==> src/rtl/uart_pkg.sv <==
// Shared definitions for the UART receiver: FSM states, LCR field layout,
// parity-mode encodings and the layout of one received-character entry.
package uart_pkg;

  typedef enum logic [2:0] {
    ST_IDLE      = 3'd0,
    ST_START     = 3'd1,
    ST_DATA      = 3'd2,
    ST_PARITY    = 3'd3,
    ST_STOP      = 3'd4,
    ST_WAIT_HIGH = 3'd5
  } rx_state_e;

  // LCR bit positions
  localparam int LCR_WLEN_LSB  = 0;
  localparam int LCR_WLEN_MSB  = 1;
  localparam int LCR_STOP2     = 2;
  localparam int LCR_PEN       = 3;
  localparam int LCR_PMODE_LSB = 3;
  localparam int LCR_PMODE_MSB = 5;

  // LCR[5:3] parity modes (bit 3 is the enable, so all valid modes are odd codes)
  localparam logic [2:0] PAR_ODD    = 3'b001;
  localparam logic [2:0] PAR_EVEN   = 3'b011;
  localparam logic [2:0] PAR_STICK1 = 3'b101;
  localparam logic [2:0] PAR_STICK0 = 3'b111;

  localparam int         ENTRY_W    = 11;
  localparam int         FIFO_AW    = 4;
  localparam int         FIFO_DEPTH = 16;
  localparam logic [4:0] FIFO_FULL_CNT = 5'd16;

  typedef struct packed {
    logic       brk;
    logic       framing_err;
    logic       parity_err;
    logic [7:0] data;
  } rx_entry_t;

  // Value the parity bit must carry for the given mode and received data.
  function automatic logic expected_parity(input logic [2:0] mode,
                                           input logic [7:0] data);
    logic exp_bit;
    case (mode)
      PAR_ODD:    exp_bit = ~^data;
      PAR_EVEN:   exp_bit = ^data;
      PAR_STICK1: exp_bit = 1'b1;
      default:    exp_bit = 1'b0;
    endcase
    return exp_bit;
  endfunction

endpackage

==> src/rtl/uart_rx_fifo.sv <==
// 16-entry receive FIFO holding {break, framing_err, parity_err, data} words.
// Head entry is presented combinationally; pop on empty is ignored.
module uart_rx_fifo
  import uart_pkg::*;
(
  input  logic               clk,
  input  logic               rstn,
  input  logic               push,
  input  logic               pop,
  input  logic [ENTRY_W-1:0] data_in,
  output logic [ENTRY_W-1:0] data_out,
  output logic               fifo_empty,
  output logic               fifo_full,
  output logic [4:0]         count
);

  logic [ENTRY_W-1:0] r_mem [FIFO_DEPTH];
  logic [FIFO_AW-1:0] r_wr_ptr;
  logic [FIFO_AW-1:0] r_rd_ptr;
  logic [4:0]         r_count;
  logic               w_do_push;
  logic               w_do_pop;

  assign fifo_empty = (r_count == 5'd0);
  assign fifo_full  = (r_count == FIFO_FULL_CNT);
  assign count      = r_count;

  assign w_do_pop  = pop && !fifo_empty;
  // A pop in the same cycle frees the head slot, so a full FIFO can still accept.
  assign w_do_push = push && (!fifo_full || w_do_pop);

  // NOTE: the storage array has no reset; the output is forced to zero while
  // empty so stale contents are never visible after reset.
  assign data_out = fifo_empty ? '0 : r_mem[r_rd_ptr];

  always_ff @(posedge clk) begin
    if (w_do_push) begin
      r_mem[r_wr_ptr] <= data_in;
    end
  end

  // NOTE: sequential state uses non-blocking assignments so every register
  // samples pre-edge values regardless of statement order.
  always_ff @(posedge clk) begin
    if (!rstn) begin
      r_wr_ptr <= '0;
      r_rd_ptr <= '0;
      r_count  <= '0;
    end else begin
      if (w_do_push) r_wr_ptr <= r_wr_ptr + 1'b1;
      if (w_do_pop)  r_rd_ptr <= r_rd_ptr + 1'b1;
      case ({w_do_push, w_do_pop})
        2'b10:   r_count <= r_count + 5'd1;
        2'b01:   r_count <= r_count - 5'd1;
        default: r_count <= r_count;
      endcase
    end
  end

endmodule

==> src/rtl/uart_rx.sv <==
// UART receiver: 16x-oversampled framing FSM with parity/framing/break
// detection, feeding a 16-entry receive FIFO with overrun signalling.
module uart_rx
  import uart_pkg::*;
(
  input  logic                PCLK,
  input  logic                PRESETn,
  input  logic                RXD,
  input  logic                enable,
  input  logic [7:0]          LCR,
  input  logic                rx_fifo_pop,
  output logic [ENTRY_W-1:0]  rx_fifo_out,
  output logic                rx_fifo_empty,
  output logic                rx_fifo_full,
  output logic [4:0]          rx_fifo_count,
  output logic                overrun,
  output logic                busy
);

  logic      r_rxd_meta;
  logic      r_rxd_s;
  rx_state_e r_state,    w_state_nxt;
  logic [3:0] r_tick,    w_tick_nxt;
  logic [2:0] r_idx,     w_idx_nxt;
  logic [7:0] r_data,    w_data_nxt;
  logic      r_par_bit,  w_par_bit_nxt;
  logic      r_par_err,  w_par_err_nxt;
  rx_entry_t r_entry,    w_entry_nxt;
  logic      r_push_req, w_push_nxt;

  logic [1:0] w_wlen;
  logic       w_pen;
  logic [2:0] w_pmode;
  logic [2:0] w_last_idx;
  logic       w_unused_lcr;

  assign w_wlen       = LCR[LCR_WLEN_MSB:LCR_WLEN_LSB];
  assign w_pen        = LCR[LCR_PEN];
  assign w_pmode      = LCR[LCR_PMODE_MSB:LCR_PMODE_LSB];
  assign w_last_idx   = {1'b0, w_wlen} + 3'd4;
  assign w_unused_lcr = ^{LCR[7:6], LCR[LCR_STOP2]};

  always_ff @(posedge PCLK) begin
    if (!PRESETn) begin
      r_rxd_meta <= 1'b1;
      r_rxd_s    <= 1'b1;
    end else begin
      r_rxd_meta <= RXD;
      r_rxd_s    <= r_rxd_meta;
    end
  end

  always_ff @(posedge PCLK) begin
    if (!PRESETn) begin
      r_state    <= ST_IDLE;
      r_tick     <= '0;
      r_idx      <= '0;
      r_data     <= '0;
      r_par_bit  <= 1'b0;
      r_par_err  <= 1'b0;
      r_entry    <= '0;
      r_push_req <= 1'b0;
    end else begin
      r_state    <= w_state_nxt;
      r_tick     <= w_tick_nxt;
      r_idx      <= w_idx_nxt;
      r_data     <= w_data_nxt;
      r_par_bit  <= w_par_bit_nxt;
      r_par_err  <= w_par_err_nxt;
      r_entry    <= w_entry_nxt;
      r_push_req <= w_push_nxt;
    end
  end

  // NOTE: every output of this block gets a hold/default value first, so no
  // path through the case can leave one unassigned and infer a latch.
  always_comb begin
    w_state_nxt   = r_state;
    w_tick_nxt    = r_tick;
    w_idx_nxt     = r_idx;
    w_data_nxt    = r_data;
    w_par_bit_nxt = r_par_bit;
    w_par_err_nxt = r_par_err;
    w_entry_nxt   = r_entry;
    w_push_nxt    = 1'b0;

    if (enable) begin
      w_tick_nxt = r_tick + 4'd1;
      case (r_state)
        ST_IDLE: begin
          w_tick_nxt = '0;
          if (!r_rxd_s) w_state_nxt = ST_START;
        end

        // Re-check the line mid start bit to reject glitches.
        ST_START: begin
          if (r_tick == 4'd7) begin
            w_tick_nxt = '0;
            if (!r_rxd_s) begin
              w_state_nxt   = ST_DATA;
              w_idx_nxt     = '0;
              w_data_nxt    = '0;
              w_par_bit_nxt = 1'b0;
              w_par_err_nxt = 1'b0;
            end else begin
              w_state_nxt = ST_IDLE;
            end
          end
        end

        ST_DATA: begin
          if (r_tick == 4'd15) begin
            w_data_nxt[r_idx] = r_rxd_s;
            w_idx_nxt         = r_idx + 3'd1;
            if (r_idx == w_last_idx) begin
              w_state_nxt = w_pen ? ST_PARITY : ST_STOP;
            end
          end
        end

        ST_PARITY: begin
          if (r_tick == 4'd15) begin
            w_par_bit_nxt = r_rxd_s;
            w_par_err_nxt = (r_rxd_s != expected_parity(w_pmode, r_data));
            w_state_nxt   = ST_STOP;
          end
        end

        // Stop sample builds the entry; the push happens on the next PCLK.
        ST_STOP: begin
          if (r_tick == 4'd15) begin
            w_entry_nxt.brk         = (r_data == 8'h00) && !(w_pen && r_par_bit)
                                      && !r_rxd_s;
            w_entry_nxt.framing_err = ~r_rxd_s;
            w_entry_nxt.parity_err  = r_par_err;
            w_entry_nxt.data        = r_data;
            w_push_nxt              = 1'b1;
            w_tick_nxt              = '0;
            w_state_nxt             = r_rxd_s ? ST_IDLE : ST_WAIT_HIGH;
          end
        end

        ST_WAIT_HIGH: begin
          w_tick_nxt = '0;
          if (r_rxd_s) w_state_nxt = ST_IDLE;
        end

        default: begin
          w_tick_nxt  = '0;
          w_state_nxt = ST_IDLE;
        end
      endcase
    end
  end

  assign busy    = (r_state != ST_IDLE);
  assign overrun = r_push_req && rx_fifo_full && !rx_fifo_pop;

  uart_rx_fifo u_fifo (
    .clk        (PCLK),
    .rstn       (PRESETn),
    .push       (r_push_req),
    .pop        (rx_fifo_pop),
    .data_in    (r_entry),
    .data_out   (rx_fifo_out),
    .fifo_empty (rx_fifo_empty),
    .fifo_full  (rx_fifo_full),
    .count      (rx_fifo_count)
  );

endmodule

==> config.mk <==
export PLATFORM = sky130hd
export DESIGN_NAME = uart_rx
export DESIGN_NICKNAME = d
export VERILOG_FILES = /design/src/rtl/uart_pkg.sv /design/src/rtl/uart_rx_fifo.sv /design/src/rtl/uart_rx.sv
export SDC_FILE = /design/constraint.sdc
export NUM_CORES = 1
export LEC_CHECK = 0
export ABC_CLOCK_PERIOD_IN_PS = 3300
export CAP_MARGIN = 20
export CELL_PAD_IN_SITES_DETAIL_PLACEMENT = 1
export CELL_PAD_IN_SITES_GLOBAL_PLACEMENT = 2
export CORE_MARGIN = 5
export CORE_UTILIZATION = 46
export CTS_BUF_LIST = sky130_fd_sc_hd__clkbuf_8
export DETAILED_ROUTE_END_ITERATION = 12
export PLACE_DENSITY = 0.89
export SYNTH_ARGS = -nofsm -noshare
export SYNTH_HDL_FRONTEND = slang
export SYNTH_HIERARCHICAL = 1
export SYNTH_SLANG_ARGS = --single-unit
==> constraint.sdc <==
create_clock -name PCLK -period 3.3 [get_ports PCLK]
set_input_delay 0.33 -clock PCLK [delete_from_list [all_inputs] [get_ports PCLK]]
set_output_delay 0.33 -clock PCLK [all_outputs]
set_load 0.02 [all_outputs]
==> qor.txt <==
RePlAce Congestion - 0.766
Starting Density - 46.3%
Synth Register Bits - 227
hold worst-path end - r_rxd_meta
met1 WL - 8950 um
Max-cap violations - 0
r2r setup slk - 0.51 ns
critical setup path kind - register to primary output
Pwr Density - 498 nW/um^2
Num CTS Buffers - 37
RSZ-0062 raised after global routing - false
Slew headroom - 52.0%
Antenna Nets Post-Route - 0
Routed WL - 21200 um
vias per inst - 5.62
PortBufs - 29
Die Span X - 155 um
Final Max Tran Viols - 0
peak supply drop - 0.222 mV
CP Launch Type - register
Vias - 5451
Hold Crit Depth - 2
Syn Nets - 640
Ports - 33
worst-path cell with the longest stage delay - clkdlybuf4s50_1
Setup-failing EPs final - 0
TritonCTS clock tree - done
GRT Residual Overflow - 0
htree depth - 2
fillers - 1997
Routed met2 length - 11200 um
critical path's largest stage delay - 0.59 ns
DR pass1 iterations - 4
nets - 697
vias in the first global route - 6272
clk_lat worst skew - 0.52 ns
min-delay src - RXD
HPWL after DPL - 14200 um
Slew @ Worst Pin - 0.719 ns
Tcrit/Tclk final - 94.9%
total clock sinks - 227
total negative slack - 0 ns
run status - completed
Cells after Synth - 612
clock-pin transition on the worst setup and hold timing paths - 0.06 ns
EDFF count, synth - 176
dpl ws - 0.495 ns
Post-Route Skew - 0.0157 ns
Max Fclk - 319 MHz
Fin. Hold Viols - 0
Mean Syn Cell Area - 15.8 sq um
row count - 53
clock root buffer - clkbuf_8
first-pass GRT wire length - 34700 um
initial antenna violation count - 0
CTS Hold Bufs - 0
DR DRC count - 0
Initial DRC Count - 254
per-cell routed wire length - 21.9 um
met3 wire length - 683 um
r2r endpoint - u_fifo/count[4]
share of synthesized registers carrying an async set or reset - 0%
most used cell, CP - a211oi_1
CP Data Arrival Time - 2.80 ns
Antenna diodes - 0
DR top layer - met4
critical-path maximum fanout - 15
Overall Global Routing Usage - 18.4%
Placeable Area - 20900 sq um
worst-path cell chain - buf_6 > mux4_2 > a211oi_1 > a211oi_1 > clkdlybuf4s50_1
R2R cell count - 8
fin worst setup slack - 0.168 ns
FF-to-FF Start - u_fifo/count[0]
clock buffer depth - 3
type of the worst min-delay path - input pin to register
CP Buf/Inv Count - 2
DIE AREA - 24000 sq um
Post-Syn Area - 9670 sq um
total power - 5.52 mW
sequential cell area fraction in the yosys report - 65.2%
top_reg_cell synth - edfxtp_1
Ys Warns - 6
Synth cell types - 70
Worst Path Required - 2.97 ns
fin crit period - 3.13 ns
share of cells above drive strength 1 - 21.2%
cell family with most CP delay - buffers and inverters
Syn-to-layout area delta - 14.6%
Leak - 3.92 nW
Die Ht - 155 um
Crit. End Element - primary output
pin count of the biggest net entering global routing - 28
[cell usage in the layout, fill, tap and decap left out, drive strengths merged, types with 13 or more instances in the layout]
cell type / n
mux2i: 35
mux4: 44
a211oi: 25
and2: 13
nor2: 33
edfxtp: 176
nor2b: 16
ha: 14
nand2: 26
dfxtp: 51
inv: 36
buf: 25
clkbuf: 40
clkdlybuf4s50: 27
[cells in the mapped netlist, types with 2 or more instances]
master	n	area share, %
or4_1	2	0.16
a22oi_1	2	0.16
or3_4	2	0.23
dfxtp_1	51	11
nor3b_1	3	0.23
nand3_1	9	0.47
clkbuf_1	16	0.62
nand2b_1	9	0.58
buf_6	4	0.47
o31ai_1	2	0.16
inv_1	21	0.82
buf_2	9	0.47
xnor2_1	8	0.72
nor3_1	5	0.26
o21ai_0	8	0.41
mux4_2	44	10
xor2_1	2	0.18
nor2_1	32	1.2
a21oi_1	6	0.31
nor4b_4	2	0.49
buf_4	6	0.47
nand4_1	7	0.45
inv_2	2	0.078
nor4_1	7	0.45
nand2_1	25	0.97
o2111ai_1	2	0.18
o21ai_2	2	0.18
or3_1	3	0.19
nand4b_1	2	0.18
nor2b_1	16	1.0
nand3b_1	2	0.16
o21a_1	5	0.39
a211oi_1	24	1.9
ha_1	14	1.8
edfxtp_1	176	55
o211ai_1	2	0.16
mux2i_1	35	3.6
and2_1	13	0.84
[state kept, by name, summed over array words and instances, names as in the netlist, named ones only]
| name | count |
|---|---|
| r_entry | 11 |
| r_par_err | 1 |
| u_fifo/r_wr_ptr | 4 |
| r_state | 3 |
| u_fifo/count | 5 |
| r_push_req | 1 |
| r_idx | 3 |
| r_tick | 4 |
| r_data | 8 |
| r_rxd_meta | 1 |
| r_rxd_s | 1 |
| u_fifo/r_rd_ptr | 4 |
| r_par_bit | 1 |
| u_fifo/r_mem | 176 |
[layer usage]
| layer | vias to the layer above | GRT usage [%] |
|---|---|---|
| met5 | - | 0 |
| met4 | 0 | 5.13 |
| met3 | 31 | 3.00 |
| met2 | 95 | 33.1 |
| met1 | 2836 | 22.9 |
| li1 | 2489 | - |
[how the worst max path moves through the flow]
stage,start,to,slack (ns),cells after the start
floorplan,rx_fifo_pop,u_fifo/r_mem[0][0],0.77,5
global placement,register,rx_fifo_out[1],0.56,5
detailed placement,rx_fifo_pop,u_fifo/r_mem[8][5],0.49,5
CTS,register,rx_fifo_out[3],0.04,6
global route,register,rx_fifo_out[5],0.01,6
finish,register,rx_fifo_out[1],0.17,5
[area by class of cell]
class / count / area (sq um) / area share [%]
flip-flops and latches: 227 / 6310 / 57.0
multi-input cells: 326 / 3110 / 28.1
clock buffers: 40 / 551 / 4.97
repair buffers: 54 / 512 / 4.62
well taps: 275 / 344 / 3.10
clock inverters: 25 / 163 / 1.47
inverters: 23 / 86.3 / 0.779
[stage by stage]
stage | area (sq um) | instances | utilization, % | hold WS (ns)
after floorplan | 9670 | 612 | - | 0.386
after global placement | 10300 | 905 | 49.5 | 0.399
after detailed placement | 10300 | 905 | 49.5 | 0.396
after CTS | 11100 | 970 | 53.0 | 0.355
after global routing | 11100 | 970 | 53.1 | 0.367
final | 11100 | 970 | 53.1 | 0.386
[where the power goes]
group          switching, mW  internal (mW)  leakage (nW)
clock                   1.07           1.28         0.408
combinational         0.0632         0.0502          1.20
sequential            0.0187           3.04          2.31
total                   1.15           4.37          3.92
[logic make-up after synthesis]
kind of cell,Yosys count,share of synthesized area (%)
multiplexers,79,13.9
flip-flops,227,65.2
AND/OR/NAND/NOR,147,8.82
XOR/XNOR,10,0.906
buffers and inverters,59,2.95
AO/OA/AOI/OAI,75,6.22
adder cells (fa/ha/maj),15,2.02
[what timing repair did]
action,in CTS,in global routing
setup buffers,0,0
gates resized for setup,2,6
endpoints found under the setup margin,6,9
Power figures use the tool's default switching activity.
